$ cat src/rtl/y86_mem_arbiter.sv
`default_nettype none
// =============================================================================
// Module      : y86_mem_arbiter
// Description : Shares one single-port 32-bit memory between the two-beat
//               instruction fetch port and the one-beat data port, with fair
//               priority, fetch beat sequencing and a per-beat timeout.
//               Optional one-entry fetch buffer: define Y86_FETCH_BUF_EN.
// Revision    : 1.0
// =============================================================================
module y86_mem_arbiter #(
    parameter int TIMEOUT = 255
) (
    input  logic        clk,
    input  logic        rst,
    input  logic        f_req_i,
    input  logic [31:0] f_addr_i,
    output logic [47:0] f_inst_o,
    output logic        f_done_o,
    output logic        f_err_o,
    input  logic        d_req_i,
    input  logic        d_we_i,
    input  logic [31:0] d_addr_i,
    input  logic [31:0] d_wdata_i,
    output logic [31:0] d_rdata_o,
    output logic        d_done_o,
    output logic        d_err_o,
    output logic        mem_req_o,
    output logic        mem_we_o,
    output logic [31:0] mem_addr_o,
    output logic [31:0] mem_wdata_o,
    input  logic [31:0] mem_rdata_i,
    input  logic        mem_ack_i
);

    typedef enum logic [2:0] {
        S_IDLE  = 3'd0,
        S_DATA  = 3'd1,
        S_F_B0  = 3'd2,
        S_F_GAP = 3'd3,
        S_F_B1  = 3'd4
    } state_t;

    localparam logic [7:0] c_TIMER_LAST = 8'(TIMEOUT - 1);

    state_t      r_state, w_stateNext;
    logic        r_lastD, w_lastDNext;
    logic [7:0]  r_timer, w_timerNext;
    logic [31:0] r_instHi, w_instHiNext;

    logic        w_memReqNext, w_memWeNext;
    logic [31:0] w_memAddrNext, w_memWdataNext, w_dRdataNext;
    logic [47:0] w_fInstNext;
    logic        w_fDoneNext, w_fErrNext, w_dDoneNext, w_dErrNext;

    logic        w_fWin, w_dWin, w_beatActive, w_timeoutAbort;
    logic        w_bufHit;
    logic [47:0] w_bufInst;

    // A requester whose done pulse is still visible is not re-granted this cycle.
    assign w_fWin = f_req_i && !f_done_o;
    assign w_dWin = d_req_i && !d_done_o;

    assign w_beatActive   = (r_state == S_DATA) || (r_state == S_F_B0) || (r_state == S_F_B1);
    assign w_timeoutAbort = w_beatActive && !mem_ack_i && (r_timer == c_TIMER_LAST);

`ifdef Y86_FETCH_BUF_EN
    logic        r_bufValid;
    logic [31:0] r_bufAddr;
    logic [47:0] r_bufInst;
    logic        w_bufFill, w_bufClear;

    assign w_bufHit   = r_bufValid && (r_bufAddr == f_addr_i);
    assign w_bufInst  = r_bufInst;
    assign w_bufFill  = (r_state == S_F_B1) && mem_ack_i;
    assign w_bufClear = w_timeoutAbort || ((r_state == S_DATA) && mem_ack_i && mem_we_o);

    always_ff @(posedge clk) begin
        if (rst) begin
            r_bufValid <= 1'b0;
            r_bufAddr  <= '0;
            r_bufInst  <= '0;
        end else if (w_bufClear) begin
            r_bufValid <= 1'b0;
        end else if (w_bufFill) begin
            r_bufValid <= 1'b1;
            r_bufAddr  <= f_addr_i;
            r_bufInst  <= w_fInstNext;
        end
    end
`else
    assign w_bufHit  = 1'b0;
    assign w_bufInst = '0;
`endif

    always_comb begin
        w_stateNext    = r_state;
        w_lastDNext    = r_lastD;
        w_timerNext    = r_timer;
        w_instHiNext   = r_instHi;
        w_memReqNext   = mem_req_o;
        w_memWeNext    = mem_we_o;
        w_memAddrNext  = mem_addr_o;
        w_memWdataNext = mem_wdata_o;
        w_dRdataNext   = d_rdata_o;
        w_fInstNext    = f_inst_o;
        w_fDoneNext    = 1'b0;
        w_fErrNext     = 1'b0;
        w_dDoneNext    = 1'b0;
        w_dErrNext     = 1'b0;

        case (r_state)
            S_IDLE: begin
                w_timerNext = '0;
                if (w_fWin && (!w_dWin || r_lastD)) begin
                    if (w_bufHit) begin
                        w_fInstNext = w_bufInst;
                        w_fDoneNext = 1'b1;
                    end else begin
                        w_stateNext   = S_F_B0;
                        w_memReqNext  = 1'b1;
                        w_memWeNext   = 1'b0;
                        w_memAddrNext = f_addr_i;
                    end
                end else if (w_dWin) begin
                    w_stateNext    = S_DATA;
                    w_memReqNext   = 1'b1;
                    w_memWeNext    = d_we_i;
                    w_memAddrNext  = d_addr_i;
                    w_memWdataNext = d_wdata_i;
                end
            end
            S_DATA: begin
                if (mem_ack_i) begin
                    w_memReqNext = 1'b0;
                    if (!mem_we_o) begin
                        w_dRdataNext = mem_rdata_i;
                    end
                    w_dDoneNext = 1'b1;
                    w_lastDNext = 1'b1;
                    w_stateNext = S_IDLE;
                end else if (w_timeoutAbort) begin
                    w_memReqNext = 1'b0;
                    w_dDoneNext  = 1'b1;
                    w_dErrNext   = 1'b1;
                    w_stateNext  = S_IDLE;
                end else begin
                    w_timerNext = r_timer + 8'd1;
                end
            end
            S_F_B0: begin
                if (mem_ack_i) begin
                    // Little-endian word: lowest address byte lands in the MSB of the instruction.
                    w_instHiNext = {mem_rdata_i[7:0], mem_rdata_i[15:8],
                                    mem_rdata_i[23:16], mem_rdata_i[31:24]};
                    w_memReqNext = 1'b0;
                    w_stateNext  = S_F_GAP;
                end else if (w_timeoutAbort) begin
                    w_memReqNext = 1'b0;
                    w_fDoneNext  = 1'b1;
                    w_fErrNext   = 1'b1;
                    w_stateNext  = S_IDLE;
                end else begin
                    w_timerNext = r_timer + 8'd1;
                end
            end
            S_F_GAP: begin
                w_timerNext   = '0;
                w_memReqNext  = 1'b1;
                w_memWeNext   = 1'b0;
                w_memAddrNext = f_addr_i + 32'd4;
                w_stateNext   = S_F_B1;
            end
            S_F_B1: begin
                if (mem_ack_i) begin
                    w_fInstNext  = {r_instHi, mem_rdata_i[7:0], mem_rdata_i[15:8]};
                    w_memReqNext = 1'b0;
                    w_fDoneNext  = 1'b1;
                    w_lastDNext  = 1'b0;
                    w_stateNext  = S_IDLE;
                end else if (w_timeoutAbort) begin
                    w_memReqNext = 1'b0;
                    w_fDoneNext  = 1'b1;
                    w_fErrNext   = 1'b1;
                    w_stateNext  = S_IDLE;
                end else begin
                    w_timerNext = r_timer + 8'd1;
                end
            end
            default: begin
                w_stateNext  = S_IDLE;
                w_memReqNext = 1'b0;
            end
        endcase
    end

    always_ff @(posedge clk) begin
        if (rst) begin
            r_state     <= S_IDLE;
            r_lastD     <= 1'b0;
            r_timer     <= '0;
            r_instHi    <= '0;
            mem_req_o   <= 1'b0;
            mem_we_o    <= 1'b0;
            mem_addr_o  <= '0;
            mem_wdata_o <= '0;
            d_rdata_o   <= '0;
            f_inst_o    <= '0;
            f_done_o    <= 1'b0;
            f_err_o     <= 1'b0;
            d_done_o    <= 1'b0;
            d_err_o     <= 1'b0;
        end else begin
            r_state     <= w_stateNext;
            r_lastD     <= w_lastDNext;
            r_timer     <= w_timerNext;
            r_instHi    <= w_instHiNext;
            mem_req_o   <= w_memReqNext;
            mem_we_o    <= w_memWeNext;
            mem_addr_o  <= w_memAddrNext;
            mem_wdata_o <= w_memWdataNext;
            d_rdata_o   <= w_dRdataNext;
            f_inst_o    <= w_fInstNext;
            f_done_o    <= w_fDoneNext;
            f_err_o     <= w_fErrNext;
            d_done_o    <= w_dDoneNext;
            d_err_o     <= w_dErrNext;
        end
    end

endmodule
`default_nettype wire
$ cat config.mk
export PLATFORM = sky130hd
export DESIGN_NAME = y86_mem_arbiter
export DESIGN_NICKNAME = d
export VERILOG_FILES = /design/src/rtl/y86_mem_arbiter.sv
export SDC_FILE = /design/constraint.sdc
export NUM_CORES = 1
export LEC_CHECK = 0
export ABC_AREA = 1
export CORE_AREA = 4 4 135 137
export CTS_BUF_LIST = sky130_fd_sc_hd__clkbuf_2 sky130_fd_sc_hd__clkbuf_4 sky130_fd_sc_hd__clkbuf_8
export DETAILED_ROUTE_END_ITERATION = 6
export DIE_AREA = 0 0 139 141
export MAX_ROUTING_LAYER = met4
export PLACE_DENSITY = 0.95
export SLEW_MARGIN = 10
export SYNTH_ARGS = -nofsm -noshare
export SYNTH_HDL_FRONTEND = slang
export SYNTH_SLANG_ARGS = --single-unit
$ cat constraint.sdc
create_clock -name clk -period 3.95 [get_ports clk]
set_clock_uncertainty 0.15 [all_clocks]
set_input_delay 0.79 -clock clk [delete_from_list [all_inputs] [get_ports clk]]
set_output_delay 0.79 -clock clk [all_outputs]
set_load 0.1 [all_outputs]
==> results of run 1 <==
-- cell type report --
| type | count | area, µm² | share of cell area [%] |
|---|---|---|---|
| Timing Repair Buffer | 297 | 2933 | 24.64 |
| Clock inverter | 14 | 207.7 | 1.745 |
| Clock buffer | 18 | 241.5 | 2.029 |
| Tap cell | 225 | 281.5 | 2.365 |
| Sequential cell | 194 | 3884 | 32.63 |
| Antenna cell | 1 | 2.502 | 0.02103 |
| Multi-Input combinational cell | 927 | 4090 | 34.37 |
| Inverter | 69 | 261.5 | 2.197 |
-- metal layers --
metal | up-vias | track usage [%]
met3 | 108 | 4.919
met5 | - | -
met1 | 4226 | 33.92
li1 | 4531 | -
met4 | 0 | 14.57
met2 | 523 | 46.87
-- cell families (layout without fill, tap and decap cells) --
| family | count (synthesis) | count (layout) | share of synthesized area, % |
|---|---|---|---|
| other cells | 0 | 1 | 0 |
| fa+ha+maj | 3 | 3 | 0.4379 |
| compound gates | 264 | 264 | 16.01 |
| flops | 194 | 194 | 45.30 |
| xor+xnor | 10 | 10 | 1.022 |
| simple gates | 650 | 650 | 30.17 |
| buf+inv | 140 | 398 | 7.064 |
-- through the flow --
step	hold WS [ps]	util, %	worst slack (ps)	instances
floorplan	274.0	-	1803	1261
global placement	285.4	67.13	898.9	1712
detailed placement	292.6	67.13	805.3	1712
CTS	305.6	69.76	926.8	1744
global route	326.8	69.78	898.7	1745
finish	303.8	69.78	921.7	1745
-- cell usage in the layout, fill, tap and decap left out, drive strengths merged --
cell	synthesis	routed
nor2	334	334
clkdlybuf4s50	0	282
nand2	235	235
dfxtp	194	194
o21ai	160	160
a21oi	83	83
inv	69	77
nand3	71	71
o21bai	20	20
clkbuf	35	18
buf	36	15
nand4	8	8
xor2	7	7
xnor2	3	3
ha	3	3
bufinv	0	3
clkinv	0	2
nor3	2	2
diode	0	1
a31oi	1	1
clkinvlp	0	1
-- flip-flops by register name, indices dropped and copies added (netlist names) --
register     flops
r_timer          8
d_done_o         1
mem_we_o         1
mem_wdata_o     32
r_lastD          1
f_done_o         1
r_instHi        32
f_err_o          1
d_rdata_o       32
d_err_o          1
f_inst_o        48
mem_req_o        1
r_state          3
mem_addr_o      32
-- where the power goes --
part / total [mW] / internal, mW / switching [mW]
registers: 2.21 / 2.11 / 0.0914
logic: 2.02 / 0.505 / 1.51
clock network: 1.45 / 0.667 / 0.781
total: 5.67 / 3.29 / 2.38
-- path summary, 6_finish.rpt --
check                                    end  slack (ps)  cells after the start
setup / recovery               d_rdata_o[15]         920                      1
hold / removal     r_instHi[28]$_SDFFE_PP0P_         300                      2
setup reg to reg  mem_addr_o[1]$_SDFFE_PP0P_        1520                      8
hold reg to reg    r_instHi[28]$_SDFFE_PP0P_         300                      2
==> flow_summary.toml, run 1 <==
[status]
status = "complete, no violations"

[cts]
cts_root_buffer = "clkbuf_8"
insertion_delay_ps = 470
htreeDepth = 4
cts_tree = "yes"
postCtsHoldBufs = 0
clock_path_buffers = 2
cts.clk_slew.worst_paths_ps = 120
cts_resized = 0
cts_made_buffers = 17
clock_sinks = 194
cts_setup_buffers = 0

[synthesis]
seq_area_frac_synth_pct = 45.30
avgSynthCellArea_um2 = 6.799
netlist_area_um2 = 8573
syn_inst = 1261
synth-seq-cells = 194
synth_cell_types = 26
async_flop_share_pct = 0
synth_edf_count = 0
synth.area.top_cells = "dfxtp_1 (45%), nor2_1 (14%), nand2_1 (10%)"
synth_common_cells = "nor2_1 (329), nand2_1 (232), dfxtp_1 (194)"
synth_largest_area_cell = "dfxtp_1"
yosysWarnings = 0
synth-main-ff-cell = "dfxtp_1"
synth_top_cell_area_share_pct = 45.30
synth_most_common_cell = "nor2_1"
syn_nets = 1398

[route]
dr_wl_met3_mm = 2.259
num_vias = 9388
drt_iter0_markers = 704
drt-total-wl_mm = 28.50
vias_per_cell = 5.380
wl_per_cell_um = 16.33
post-route-drc-count = 0
top_layer_used = "met4"
ant_nets = 0
wl_met1_mm = 11.15
met2_length_mm = 13.78
drt-pass1-iter-count = 6

[sta]
hold_viol = 0
timing.setup.tns_ps = 0
rsz0062_at_grt = "no"
worst_pin_slew_ps = 1064
period_share_pct = 76.67
fmax_ghz = 0.3302
layout_min_cycle_time_ps = 3028
finalMaxSlewViolations = 0
setup_viol = 0
max-slew-margin-rel_pct = 28.83

[setup_path]
critPathBufInv = 1
cp-start-kind = "flop"
path_max_fanout = 2
endpoint_kind = "primary output"
r2r-start = "r_state[0]$_SDFFE_PP0P_"
slowest_stage = "clkdlybuf4s50_1"
crit_path_cell_trace = "clkdlybuf4s50_1"
critPathTopFamily = "buffers and inverters"
crit_arrival_ps = 2090
crit_start = "d_rdata_o[15]$_SDFFE_PP0P_"
critPathMaxStageDelay_ps = 1190
critPathKind = "flop to primary output"
required_ps = 3010

[placed_design]
portBuffers = 283
dp.final_hpwl_mm = 20.41
postPlaceCellArea_um2 = 11450
finalWeightedCongestion = 0.9467

[global_routing]
track_usage_pct = 28.56
grt_pass1_vias = 8987
grt_start_max_net_pins = 72
grt_pass1_wl_mm = 44.87
antenna_found_initial = 1
grt-ovfl-total = 0

[worst_hold_path]
min_from = "r_instHi[28]$_SDFFE_PP0P_"
min_path_type = "flop to flop"

[die]
io_pins = 284
fp.dieW_um = 139
core_area_um2 = 17060
rows = 48
initial_core_util_pct = 50.26
die-height_um = 141
die_area_um2 = 19600

[flow_run]
maxCapViolCount = 0

[power]
ir_worst_vdd_mv = 0.3735
power_density_nw_per_um2 = 476.4
power_mw = 5.670
leakagePower_nw = 4.848

[layout]
fillerInstances = 1337
drive_above_1_share_pct = 4.345
fin_area_um2 = 11900
area_delta_synth_final_pct = 38.82
final_nets = 1643
Power figures use the tool's default switching activity.
==> run 2: changes to the inputs <==
--- a/config.mk
+++ b/config.mk
@@ -6,12 +6,12 @@
 export NUM_CORES = 1
 export LEC_CHECK = 0
 export ABC_AREA = 1
-export CORE_AREA = 4 4 135 137
+export CORE_AREA = 4 4 147 149
 export CTS_BUF_LIST = sky130_fd_sc_hd__clkbuf_2 sky130_fd_sc_hd__clkbuf_4 sky130_fd_sc_hd__clkbuf_8
 export DETAILED_ROUTE_END_ITERATION = 6
-export DIE_AREA = 0 0 139 141
+export DIE_AREA = 0 0 151 153
 export MAX_ROUTING_LAYER = met4
-export PLACE_DENSITY = 0.95
+export PLACE_DENSITY = 0.88
 export SLEW_MARGIN = 10
 export SYNTH_ARGS = -nofsm -noshare
 export SYNTH_HDL_FRONTEND = slang
==> constraint.sdc (replaced) <==
create_clock -name clk -period 2.7 [get_ports clk]
set_clock_uncertainty 0.15 [all_clocks]
set_input_delay 0.54 -clock clk [delete_from_list [all_inputs] [get_ports clk]]
set_output_delay 0.54 -clock clk [all_outputs]
set_load 0.1 [all_outputs]
==> run 2 against run 1 <==
Net effect: global-route usage decreased by 4.9 points; via count decreased by 2.4%; non-clock buffer count increased by 6; critical path depth increased by 8; setup slack got worse by 290 ps; sequential share of layout area increased by 0.71 points; worst hold slack improved by 5.2 ps; clock power increased by 41%; die area increased by 18%.
==> flow_summary.toml, run 2 (synthesis gave the netlist of run 1 again) <==
[layout]
multiInputGateArea_um2 = 4090
drive_above_1_share_pct = 14.56
fillerInstances = 1890
mostFrequentLayoutCells = "nor2_1 (329), nand2_1 (232), dfxtp_1 (194)"
largest_register = "f_inst_o"
ff_latch_area_um2 = 3884
largest_reg_flops = 48
final_cells = 1796
area_delta_synth_final_pct = 35.87
final_nets = 1649
mostFrequentLayoutCell = "nor2_1"

[setup_path]
path_max_fanout = 7
cp-start-kind = "input pin"
endpoint_kind = "flop"
crit_arrival_ps = 2320
required_ps = 2950
critPathKind = "input pin to flop"

[route]
ant_nets = 0
drt_iter0_markers = 679
num_vias = 9166
drt-pass1-iter-count = 5
top_layer_used = "met4"
wl_met1_mm = 11.62
post-route-drc-count = 0
dr_wl_met3_mm = 1.874
met2_length_mm = 13.21
vias_per_cell = 5.104
wl_per_cell_um = 15.36
drt-total-wl_mm = 27.59

[global_routing]
grt_pass1_vias = 8477
grt-ovfl-total = 0
track_usage_pct = 23.62
grt_start_max_net_pins = 83
antenna_found_initial = 1
grt_pass1_wl_mm = 43.28

[cts]
clock_sinks = 194
htreeDepth = 4
insertion_delay_ps = 460
cts_made_buffers = 17
cts_resized = 0
postCtsHoldBufs = 0
clock_path_buffers = 2
cts_root_buffer = "clkbuf_8"
cts.clk_slew.worst_paths_ps = 100
cts_setup_buffers = 0
cts_tree = "yes"

[sta]
hold_viol = 0
layout_min_cycle_time_ps = 2066
finalMaxSlewViolations = 0
holdWs_ps = 309.0
max-slew-margin-rel_pct = 42.93
fmax_ghz = 0.4841
worst_pin_slew_ps = 856.1
timing.setup.tns_ps = 0
rsz0062_at_grt = "no"
period_share_pct = 76.50
setup_ws_ps = 634.4
setup_viol = 0

[worst_hold_path]
min_path_type = "flop to flop"

[die]
core_area_um2 = 20170
initial_core_util_pct = 42.51
fp.dieW_um = 151
rows = 52
die_area_um2 = 23100
die-height_um = 153
io_pins = 284

[placed_design]
dp.cells = 1763
dp_slack_ps = 161.4
dp.final_hpwl_mm = 20.21
finalWeightedCongestion = 0.9806
portBuffers = 283

[power]
ir_worst_vdd_mv = 0.4777
leakagePower_nw = 5.162
power_density_nw_per_um2 = 701.1
power_mw = 8.167

[flow_run]
maxCapViolCount = 0

[status]
status = "complete, no violations"
## run 2: cell types whose count changed in the layout (fill, tap and decap cells not counted), sizes merged
cell / before / now
clkbuf: 18 / 17
bufinv: 3 / 1
inv: 77 / 79
clkinvlp: 1 / 0
clkinv: 2 / 4
buf: 15 / 171
clkdlybuf4s50: 282 / 132
## run 2: final timing paths
kind	slack (ps)	start	cells after the start	to
hold / removal	310	r_instHi[26]$_SDFFE_PP0P_	2	r_instHi[26]$_SDFFE_PP0P_
hold reg to reg	310	r_instHi[26]$_SDFFE_PP0P_	2	r_instHi[26]$_SDFFE_PP0P_
setup reg to reg	730	r_state[0]$_SDFFE_PP0P_	11	r_timer[1]$_SDFFE_PP0P_
setup / recovery	630	f_addr_i[2]	9	mem_addr_o[14]$_SDFFE_PP0P_
## run 2: power by group
group / leakage, nW / switching [mW] / internal [mW]
registers: 1.58 / 0.135 / 3.09
logic: 3.36 / 2.21 / 0.693
clock network: 0.219 / 1.22 / 0.818
total: 5.16 / 3.56 / 4.60
## run 2: final cells by class
cell class / count / share of cell area, %
multi-input combinational: 927 / 35.11
sequential: 194 / 33.34
timing repair buffer: 303 / 22.66
tap: 270 / 2.900
inverter: 69 / 2.245
clock buffer: 17 / 2.009
clock inverter: 15 / 1.708
antenna: 1 / 0.02148
## run 2: per-stage QoR
stage	util [%]	instance area [µm²]
floorplan	-	8573
global placement	55.60	11210
detailed placement	55.60	11210
CTS	57.74	11650
global route	57.75	11650
finish	57.75	11650
## run 2: worst max-delay path, cell delays in order
cell and delay, ps:
clkdlybuf4s50_1 540, ha_1 210, nand2_1 80, nor2_1 130, nand2_1 200, nor2_1 250
xor2_1 180, nand2_1 60, a21oi_1 120
## run 2: layer usage
| metal | GRT usage, % | up-vias |
|---|---|---|
| met2 | 38.26 | 391 |
| met5 | - | - |
| li1 | - | 4551 |
| met1 | 29.72 | 4163 |
| met4 | 8.938 | 0 |
| met3 | 3.553 | 61 |
